## src/rtl/space_wire_pkg.sv

```systemverilog
// Shared constants and FSM encoding for the SpaceWire receive character decoder.
// Control codes are listed as the 2-bit value assembled LSB-first from the wire.
package space_wire_pkg;

    localparam logic [1:0] CTRL_FCT = 2'b00;
    localparam logic [1:0] CTRL_EOP = 2'b01;
    localparam logic [1:0] CTRL_EEP = 2'b10;
    localparam logic [1:0] CTRL_ESC = 2'b11;

    // ESC+FCT as seen on the wire after the ESC parity bit, oldest bit in the MSB
    localparam logic [6:0] NULL_PATTERN = 7'b1110100;

    localparam int unsigned DATA_CHAR_LEN = 10;
    localparam int unsigned CTRL_CHAR_LEN = 4;

    typedef enum logic [2:0] {
        S_DISABLED  = 3'd0,
        S_WAIT_NULL = 3'd1,
        S_RUN       = 3'd2,
        S_ESC       = 3'd3,
        S_ERROR     = 3'd4
    } rx_state_t;

endpackage

```

## src/rtl/space_wire_rx_char_assembler.sv

```systemverilog
// Collects P, flag and payload bits into one character; char_done is combinational
// and fires in the cycle the final bit is valid, with payload already including that bit.
module space_wire_rx_char_assembler
    import space_wire_pkg::*;
(
    input  logic       clk,
    input  logic       rst_n,
    input  logic       clear,
    input  logic       bit_en,
    input  logic       rx_bit,
    output logic       char_done,
    output logic       flag,
    output logic [7:0] payload,
    output logic       parity_ok
);

    logic [3:0] bit_cnt;
    logic       p_bit;
    logic       flag_bit;
    logic [7:0] data;
    logic       acc;
    logic [2:0] data_idx;
    logic [3:0] last_idx;

    assign data_idx  = 3'(bit_cnt - 4'd2);
    assign last_idx  = flag_bit ? 4'(CTRL_CHAR_LEN - 1) : 4'(DATA_CHAR_LEN - 1);
    assign char_done = bit_en && (bit_cnt >= 4'd2) && (bit_cnt == last_idx);
    assign flag      = flag_bit;
    // Odd parity spans the previous character's data bits plus this P and flag
    assign parity_ok = acc ^ p_bit ^ flag_bit;

    always_comb begin
        payload = data;
        if (bit_en && bit_cnt >= 4'd2) begin
            payload[data_idx] = rx_bit;
        end
    end

    always_ff @(posedge clk or negedge rst_n) begin
        if (!rst_n) begin
            bit_cnt  <= '0;
            p_bit    <= 1'b0;
            flag_bit <= 1'b0;
            data     <= '0;
            acc      <= 1'b0;
        end else if (clear) begin
            bit_cnt  <= '0;
            p_bit    <= 1'b0;
            flag_bit <= 1'b0;
            data     <= '0;
            acc      <= 1'b0;
        end else if (bit_en) begin
            if (char_done) begin
                bit_cnt <= '0;
                acc     <= ^payload;
                data    <= '0;
            end else begin
                bit_cnt <= bit_cnt + 4'd1;
                case (bit_cnt)
                    4'd0:    p_bit    <= rx_bit;
                    4'd1:    flag_bit <= rx_bit;
                    default: data     <= payload;
                endcase
            end
        end
    end

endmodule

```

## src/rtl/space_wire_rx_char_decoder.sv

```systemverilog
// Receive character decoder: NULL alignment, parity check and character classification.
// All events are registered one cycle after the final bit of a character is sampled.
module space_wire_rx_char_decoder
    import space_wire_pkg::*;
#(
    parameter logic FIRST_NULL_GATE = 1'b1
) (
    input  logic       i_clk,
    input  logic       i_reset_n,
    input  logic       i_rx_enable,
    input  logic       i_rx_bit,
    input  logic       i_rx_bit_valid,
    output logic       o_got_null,
    output logic       o_got_fct,
    output logic       o_got_time_code,
    output logic [7:0] o_rx_time_code,
    output logic       o_rx_data_valid,
    output logic [8:0] o_rx_data,
    output logic       o_parity_error,
    output logic       o_escape_error
);

    rx_state_t  state;
    logic [6:0] null_win;
    logic [6:0] null_win_next;
    logic       active;
    logic       asm_clear;
    logic       asm_bit_en;
    logic       char_done;
    logic       char_flag;
    logic       parity_ok;
    logic [7:0] payload;

    assign active        = (state == S_RUN) || (state == S_ESC);
    // Assembler is held clear outside character decoding so each run starts aligned
    assign asm_clear     = !i_rx_enable || !active;
    assign asm_bit_en    = i_rx_enable && active && i_rx_bit_valid;
    assign null_win_next = {null_win[5:0], i_rx_bit};

    space_wire_rx_char_assembler u_assembler (
        .clk       (i_clk),
        .rst_n     (i_reset_n),
        .clear     (asm_clear),
        .bit_en    (asm_bit_en),
        .rx_bit    (i_rx_bit),
        .char_done (char_done),
        .flag      (char_flag),
        .payload   (payload),
        .parity_ok (parity_ok)
    );

    always_ff @(posedge i_clk or negedge i_reset_n) begin
        if (!i_reset_n) begin
            state           <= S_DISABLED;
            null_win        <= '0;
            o_got_null      <= 1'b0;
            o_got_fct       <= 1'b0;
            o_got_time_code <= 1'b0;
            o_rx_time_code  <= 8'h00;
            o_rx_data_valid <= 1'b0;
            o_rx_data       <= 9'h000;
            o_parity_error  <= 1'b0;
            o_escape_error  <= 1'b0;
        end else begin
            o_got_null      <= 1'b0;
            o_got_fct       <= 1'b0;
            o_got_time_code <= 1'b0;
            o_rx_data_valid <= 1'b0;
            o_parity_error  <= 1'b0;
            o_escape_error  <= 1'b0;
            if (state != S_WAIT_NULL) begin
                null_win <= '0;
            end

            if (!i_rx_enable) begin
                state <= S_DISABLED;
            end else begin
                case (state)
                    S_DISABLED: state <= FIRST_NULL_GATE ? S_WAIT_NULL : S_RUN;
                    S_WAIT_NULL: begin
                        if (i_rx_bit_valid) begin
                            null_win <= null_win_next;
                            if (null_win_next == NULL_PATTERN) begin
                                o_got_null <= 1'b1;
                                state      <= S_RUN;
                            end
                        end
                    end
                    S_RUN: begin
                        if (char_done) begin
                            if (!parity_ok) begin
                                o_parity_error <= 1'b1;
                                state          <= S_ERROR;
                            end else if (char_flag) begin
                                case (payload[1:0])
                                    CTRL_FCT: o_got_fct <= 1'b1;
                                    CTRL_EOP: begin
                                        o_rx_data_valid <= 1'b1;
                                        o_rx_data       <= 9'h100;
                                    end
                                    CTRL_EEP: begin
                                        o_rx_data_valid <= 1'b1;
                                        o_rx_data       <= 9'h101;
                                    end
                                    default:  state <= S_ESC;
                                endcase
                            end else begin
                                o_rx_data_valid <= 1'b1;
                                o_rx_data       <= {1'b0, payload};
                            end
                        end
                    end
                    S_ESC: begin
                        if (char_done) begin
                            if (!parity_ok) begin
                                o_parity_error <= 1'b1;
                                state          <= S_ERROR;
                            end else if (char_flag) begin
                                if (payload[1:0] == CTRL_FCT) begin
                                    o_got_null <= 1'b1;
                                    state      <= S_RUN;
                                end else begin
                                    o_escape_error <= 1'b1;
                                    state          <= S_ERROR;
                                end
                            end else begin
                                o_got_time_code <= 1'b1;
                                o_rx_time_code  <= payload;
                                state           <= S_RUN;
                            end
                        end
                    end
                    S_ERROR: state <= S_ERROR;
                    default: state <= S_DISABLED;
                endcase
            end
        end
    end

endmodule
```

## config.mk

```make
export PLATFORM = sky130hd
export DESIGN_NAME = space_wire_rx_char_decoder
export DESIGN_NICKNAME = d
export VERILOG_FILES = /design/src/rtl/space_wire_pkg.sv /design/src/rtl/space_wire_rx_char_assembler.sv /design/src/rtl/space_wire_rx_char_decoder.sv
export SDC_FILE = /design/constraint.sdc
export NUM_CORES = 1
export LEC_CHECK = 0
export BUFFER_PORTS_ARGS = -buffer_cell sky130_fd_sc_hd__buf_2
export CAP_MARGIN = 40
export CORE_MARGIN = 4
export CORE_UTILIZATION = 25
export CTS_CLUSTER_SIZE = 25
export DETAILED_ROUTE_END_ITERATION = 7
export PLACE_DENSITY = 0.46
export SETUP_SLACK_MARGIN = 0.15
export SYNTH_ARGS = -nofsm -noshare
export SYNTH_HDL_FRONTEND = slang
export SYNTH_SLANG_ARGS = --single-unit
```

## constraint.sdc

```tcl
create_clock -name i_clk -period 3.3 [get_ports i_clk]
set_input_delay 0.99 -clock i_clk [delete_from_list [all_inputs] [get_ports i_clk]]
set_output_delay 0.99 -clock i_clk [all_outputs]
set_load 0.03 [all_outputs]
```

# [Word level (Yosys, flattened, before mapping)]
# Cells that the tools add are included.
[op_classes] add_sub_neg=2 order_cmp=3 n_eq_ne=19 muxes=72 n_bitwise=3 n_reduce_logical=28
[op_table] cell="2-to-1 mux 1 bit" n=42
[op_table] cell="2-to-1 mux 8 bit" n=5
[op_table] cell="2-to-1 mux 3 bit" n=11
[op_table] cell="2-to-1 mux 7 bit" n=4
[op_table] cell="one-hot mux 9 bit (2 select lines)" n=1
[op_table] cell="2-to-1 mux 4 bit" n=4
[op_table] cell="inequality test 3 bit (second input constant)" n=5
[op_table] cell="one-hot mux 3 bit (5 select lines)" n=1
[op_table] cell="AND reduction 5 bit" n=2
[op_table] cell="2-to-1 mux 9 bit" n=1
[op_table] cell="bitwise mux 8 bit" n=1
[op_table] cell="nonzero test 2 bit" n=4
[op_table] cell="XOR reduction 8 bit" n=1
[op_table] cell="== test 7 bit (second input constant)" n=1
[op_table] cell="== test 3 x 2 -> 1 bit (second input constant)" n=2
[op_table] cell="inequality test 3 x 1 -> 1 bit (second input constant)" n=2
[op_table] cell="AND reduction 3 bit" n=2
[op_table] cell="AND reduction 6 bit" n=1
[op_table] cell="OR reduction 2 bit" n=3
[op_table] cell="logical AND 1 bit" n=5
[op_table] cell="adder 4 x 1 -> 4 bit (second input constant)" n=1
[op_table] cell="== test 4 x 1 -> 1 bit (second input constant)" n=1
[op_table] cell="== test 4 bit" n=1
[op_table] cell="greater-or-equal comparator 4 x 2 -> 1 bit (second input constant)" n=1
[op_table] cell="21 further kinds" n=25
[word_totals] reg_bits=48 input_bits=5 output_inout_bits=23 elab_cells=142

# [Logic depth before layout (Yosys ltp)]
[depth] ltp_word=15 ltp_mapped=11 depth_no_buf=10

# [Cells and area by module]
# From an unflattened synthesis, not the netlist that was laid out.
[hier_totals] hier_cells=239 area_unflattened_um2=2529.9
[modules_own_cells] module="space_wire_rx_char_decoder" instances=1 cells_each=120 area_per_inst_um2=1450.1 seq_area_each_um2=800.8
[modules_own_cells] module="space_wire_rx_char_assembler" instances=1 cells_each=119 area_per_inst_um2=1079.8 seq_area_each_um2=375.4

# [Worst setup path after synthesis]
# Ideal clock, no wire load.
[synth_timing] path_kind="input to register" start="input i_rx_bit_valid" end="register state[2]" setup_time_ns=0.119 arrival_ns=3.247 required_time_ns=3.181 path_slack_ns=-0.066 stages=11 n_path_buf=1 path_cell_list="buf_2 nand4b_1 or4_1 mux2i_1 inv_2 ha_1 a2111oi_0 a31oi_1 o21ai_2 nor3_2 o21a_1"
[synth_between] elab_chain_len=10 elab_cells_between_ends=19 cone_classes="6 x eq/ne; 7 x mux; 6 x reduce/logical"
[synth_lines] item="start: declaration" line="space_wire_rx_char_decoder.sv:12" source="input logic i_rx_bit_valid,"
[synth_lines] item="logical AND 1 bit *" line="space_wire_rx_char_decoder.sv:37" source="assign asm_bit_en = i_rx_enable && active && i_rx_bit_valid;"
[synth_lines] item="logical AND 1 bit *" line="space_wire_rx_char_assembler.sv:34" source="if (bit_en && bit_cnt >= 4'd2) begin"
[synth_lines] item="2-to-1 mux 8 bit *" line="space_wire_rx_char_assembler.sv:34"
[synth_lines] item="via payload[1]" line="space_wire_rx_char_decoder.sv:32" source="logic [7:0] payload;"
[synth_lines] item="zero test 2 bit" line="space_wire_rx_char_decoder.sv:95, space_wire_rx_char_decoder.sv:119"
[synth_lines] item="2-to-1 mux 3 bit" line="space_wire_rx_char_decoder.sv:119" source="if (payload[1:0] == CTRL_FCT) begin"
[synth_lines] item="2-to-1 mux 3 bit" line="space_wire_rx_char_decoder.sv:118" source="end else if (char_flag) begin"
[synth_lines] item="2-to-1 mux 3 bit" line="space_wire_rx_char_decoder.sv:115" source="if (!parity_ok) begin"
[synth_lines] item="2-to-1 mux 3 bit" line="space_wire_rx_char_decoder.sv:114" source="if (char_done) begin"
[synth_lines] item="one-hot mux 3 bit (5 select lines)" line="space_wire_rx_char_decoder.sv:78" source="case (state)"
[synth_lines] item="2-to-1 mux 3 bit" line="space_wire_rx_char_decoder.sv:75" source="if (!i_rx_enable) begin"
[synth_lines] item="end signal: assignment" line="space_wire_rx_char_decoder.sv:79" source="S_DISABLED: state <= FIRST_NULL_GATE ? S_WAIT_NULL : S_RUN;"
[synth_lines] item="end: declaration" line="space_wire_rx_char_decoder.sv:23" source="rx_state_t state;"
# The timed path passes the listed nets; every way through them passes the cells marked *. The select of a mux whose other input is x is not followed.
# A chain may end at the register's enable or synchronous reset.

# [Worst setup path after layout]
# Ends and elaborated chain as after synthesis.

==> flow_metrics.py <==
metrics = {
    "floorplanning": {
        "die_w_um": 106,
        "core_area_um2": 9240,
        "fp.dieH_um": 106,
        "rows": 35,
        "dieArea_um2": 11100,
        "io-pin-count": 28,
        "initial_core_util_pct": 25.8,
    },
    "timing": {
        "max_clock_freq_ghz": 0.344,
        "fin_crit_sh_pct": 88.2,
        "tightest_slew_ns": 0.597,
        "hold_viol_final": 0,
        "slew-limit-headroom_pct": 60.2,
        "rsz0062_at_grt": "no",
        "slew_viol_final": 0,
        "period_minus_slack_ns": 2.91,
        "setup_viol": 0,
        "skew_ns": 0.0167,
        "tns_ns": 0,
    },
    "pwr": {
        "seqPwrFrac_pct": 54.4,
        "irDropWorstVdd_v": 0.000192,
        "leakagePower_nw": 1.32,
        "swShare_pct": 31.2,
        "p_clk_share_pct": 31.2,
        "cellPowerDensity_nw_per_um2": 401,
        "p_switching_w": 0.000365,
        "internal_power_w": 0.000805,
        "combPwrFrac_pct": 14.4,
    },
    "run": {
        "maxCapViolCount": 0,
    },
    "clock_tree": {
        "cts_setup_buffers": 0,
        "cts_buffers": 5,
        "h-tree-depth": 2,
        "cts_resized": 0,
        "root_buffer": "clkbuf_8",
        "cts.sinks": 47,
        "clk_path_buf_depth": 2,
        "clk_latency_ns": 0.31,
        "cts_hold_buf": 0,
        "worst_setup_hold_path_clk_slew_ns": 0.11,
        "cts_tree": "yes",
    },
    "place": {
        "io_buffers": 27,
        "place.gp.congestion": 0.732,
        "place_inst": 388,
        "dp_hpwl_mm": 3.92,
    },
    "yosys": {
        "syn_avg_cell_area_um2": 10.5,
        "synthCells": 226,
        "yosys-top-cells-area": "dfrtp_1 49%, mux2i_1 5.9%, nand2_1 4.3%, ha_1 4.2%, nor2_1 2.5%",
        "syn_nets": 239,
        "syn_area_um2": 2380,
        "synth_flop_cell": "dfrtp_1",
        "yosysWarnings": 0,
        "synth_cell_types": 53,
        "synthAdderAreaFrac_pct": 4.20,
        "synth-edff-count": 0,
        "synthMuxAreaShare_pct": 7.15,
        "ys_ff_latch": 47,
        "synth_compound_area_share_pct": 13.4,
        "synth-xor-area-share_pct": 3.73,
        "yosysSeqAreaShare_pct": 49.4,
        "synth-simple-area-share_pct": 17.5,
        "synth_top_area_share_pct": 49.4,
        "ys_async_sr_fraction_pct": 100,
        "synth_area_leader_cell": "dfrtp_1",
        "synth_top_family_by_area": "simple AND/OR/NAND/NOR gates",
    },
    "final_layout": {
        "layout-drive-gt1-share_pct": 28.1,
        "final_util_pct": 31.6,
        "nets": 279,
        "area_growth_pct": 22.6,
        "stdcell_count": 396,
        "diodes": 0,
    },
    "grt": {
        "gr-total-overflow": 0,
        "grt_use_total_pct": 9.88,
        "grt_pass1_wl_mm": 8.86,
        "grt_pass1_vias": 1669,
        "grt_max_degree": 48,
        "grt_antenna_before_repair": 0,
    },
    "setup_path": {
        "start_kind": "input pin",
        "criticalPathCategory": "input pin to register",
        "worstPathCellList": "buf_2 > nand4b_1 > or4_4 > mux2i_4 > inv_2 > ha_4 > a2111oi_4 > a31oi_1 > o21ai_2 > nor3_2 > o21a_1",
        "crit_arrival_ns": 3.10,
        "cp_max_fo": 5,
        "slowest_delay_ns": 0.54,
        "cp-end-kind": "register",
        "critPathRequiredTime_ns": 3.50,
        "crit_slowest_cell": "or4_4",
    },
    "routing": {
        "postRouteAntennaNets": 0,
        "via_count": 1745,
        "dr.pass1.iters": 4,
        "via_per_inst": 4.41,
        "drc_errors": 0,
        "wirelength_mm": 5.30,
        "drt-initial-drc-count": 62,
        "wl_per_cell_um": 13.4,
    },
    "outcome": {
        "outcome": "complete, no violations",
    },
    "min_path": {
        "min-delay-path-class": "register to register",
    },
}
[routing by layer]
layer / wire, µm / track usage, % / share of wire (%)
met1: 2590 / 14.1 / 49
met4: 76 / 3.05 / 1.4
met3: 202 / 2.14 / 3.8
met5: 0 / 0 / 0
met2: 2440 / 15.0 / 46
[cells in the final DEF, fill, tap and decap left out, types with 6 or more instances in the layout]
cell / n
o21ai_1: 10
dfrtp_1: 47
buf_2: 27
inv_1: 11
ha_1: 6
mux2i_1: 13
a21oi_1: 10
buf_4: 16
nand3_1: 6
nor2_1: 16
nand2_1: 27
[synthesized netlist by cell type (3+ instances only)]
cell,instances
dfrtp_1,47
nand2_1,27
nor2_1,16
mux2i_1,14
inv_1,11
a21oi_1,10
o21ai_1,10
ha_1,8
nand3_1,6
a211oi_1,4
buf_2,4
clkbuf_1,4
o31ai_1,4
a31oi_1,3
inv_2,3
nor2b_1,3
nor3_1,3
o2111ai_1,3
o21ai_0,3
xor2_1,3
[per-stage QoR]
step / hold WS, ns / instance area (µm²) / power, W / worst slack [ns]
after global placement: 0.466 / 2830 / 0.000817 / 0.0871
after floorplan: 0.493 / 2460 / 0.000764 / 0.0480
after detailed placement: 0.473 / 2830 / 0.000818 / 0.0574
final: 0.497 / 2920 / 0.00117 / 0.391
after CTS: 0.498 / 2920 / 0.00119 / 0.378
after global routing: 0.517 / 2920 / 0.00124 / 0.278
[power groups by stage]
stage	clock (W)	sequential, W	combinational, W
2_1_floorplan	0	0.000618	0.000146
3_5_place_dp	0	0.000647	0.000171
3_3_place_gp	0	0.000646	0.000171
4_1_cts	0.000384	0.000635	0.000172
6_report	0.000365	0.000636	0.000169
5_1_grt	0.000413	0.000641	0.000189
[registers in the layout (all words and copies together), names as in the netlist]
register and cells:
o_rx_data 9, o_rx_time_code 8, u_assembler.data 8, null_win 6, u_assembler.bit_cnt 4, state 3, o_escape_error 1, o_got_fct 1
o_got_null 1, o_got_time_code 1, o_parity_error 1, o_rx_data_valid 1, u_assembler.acc 1, u_assembler.flag 1, u_assembler.p_bit 1
[layout make-up]
class                           instances  area (µm²)
Clock buffer                            5        68.8
Clock inverter                          3        25.0
Fill cell                             964        6320
Inverter                               14        52.6
Multi-Input combinational cell        154        1160
Sequential cell                        47        1180
Tap cell                              129         161
Timing Repair Buffer                   44         275
[critical path, delay by kind of cell]
| family | cells | cell delay (ns) |
|---|---|---|
| AND/OR/NAND/NOR | 3 | 0.73 |
| AO/OA/AOI/OAI | 4 | 0.78 |
| adder cells (fa/ha/maj) | 1 | 0.17 |
| buffers and inverters | 2 | 0.20 |
| multiplexers | 1 | 0.24 |
[kinds of logic (layout without fill, tap and decap cells)]
logic type | after synthesis | after routing
buf+inv | 25 | 66
compound gates | 46 | 46
xor+xnor | 7 | 7
fa+ha+maj | 8 | 8
flops | 47 | 47
mux | 16 | 16
simple gates | 77 | 77
[path summary, 6_finish.rpt]
| kind | depth (start not counted) | slack [ns] | to | start |
|---|---|---|---|---|
| max reg2reg | 10 | 0.55 | state[2] | u_assembler.bit_cnt[1] |
| min | 2 | 0.50 | o_rx_data[4] | o_rx_data[4] |
| min reg2reg | 2 | 0.50 | o_rx_data[4] | o_rx_data[4] |
| min in group asynchronous | 2 | 0.76 | o_rx_data[6] | i_reset_n |
| max | 11 | 0.39 | state[2] | i_rx_bit_valid |
| max in group asynchronous | 2 | 2.13 | u_assembler.bit_cnt[2] | i_reset_n |
(Power assumes the default switching activity.)
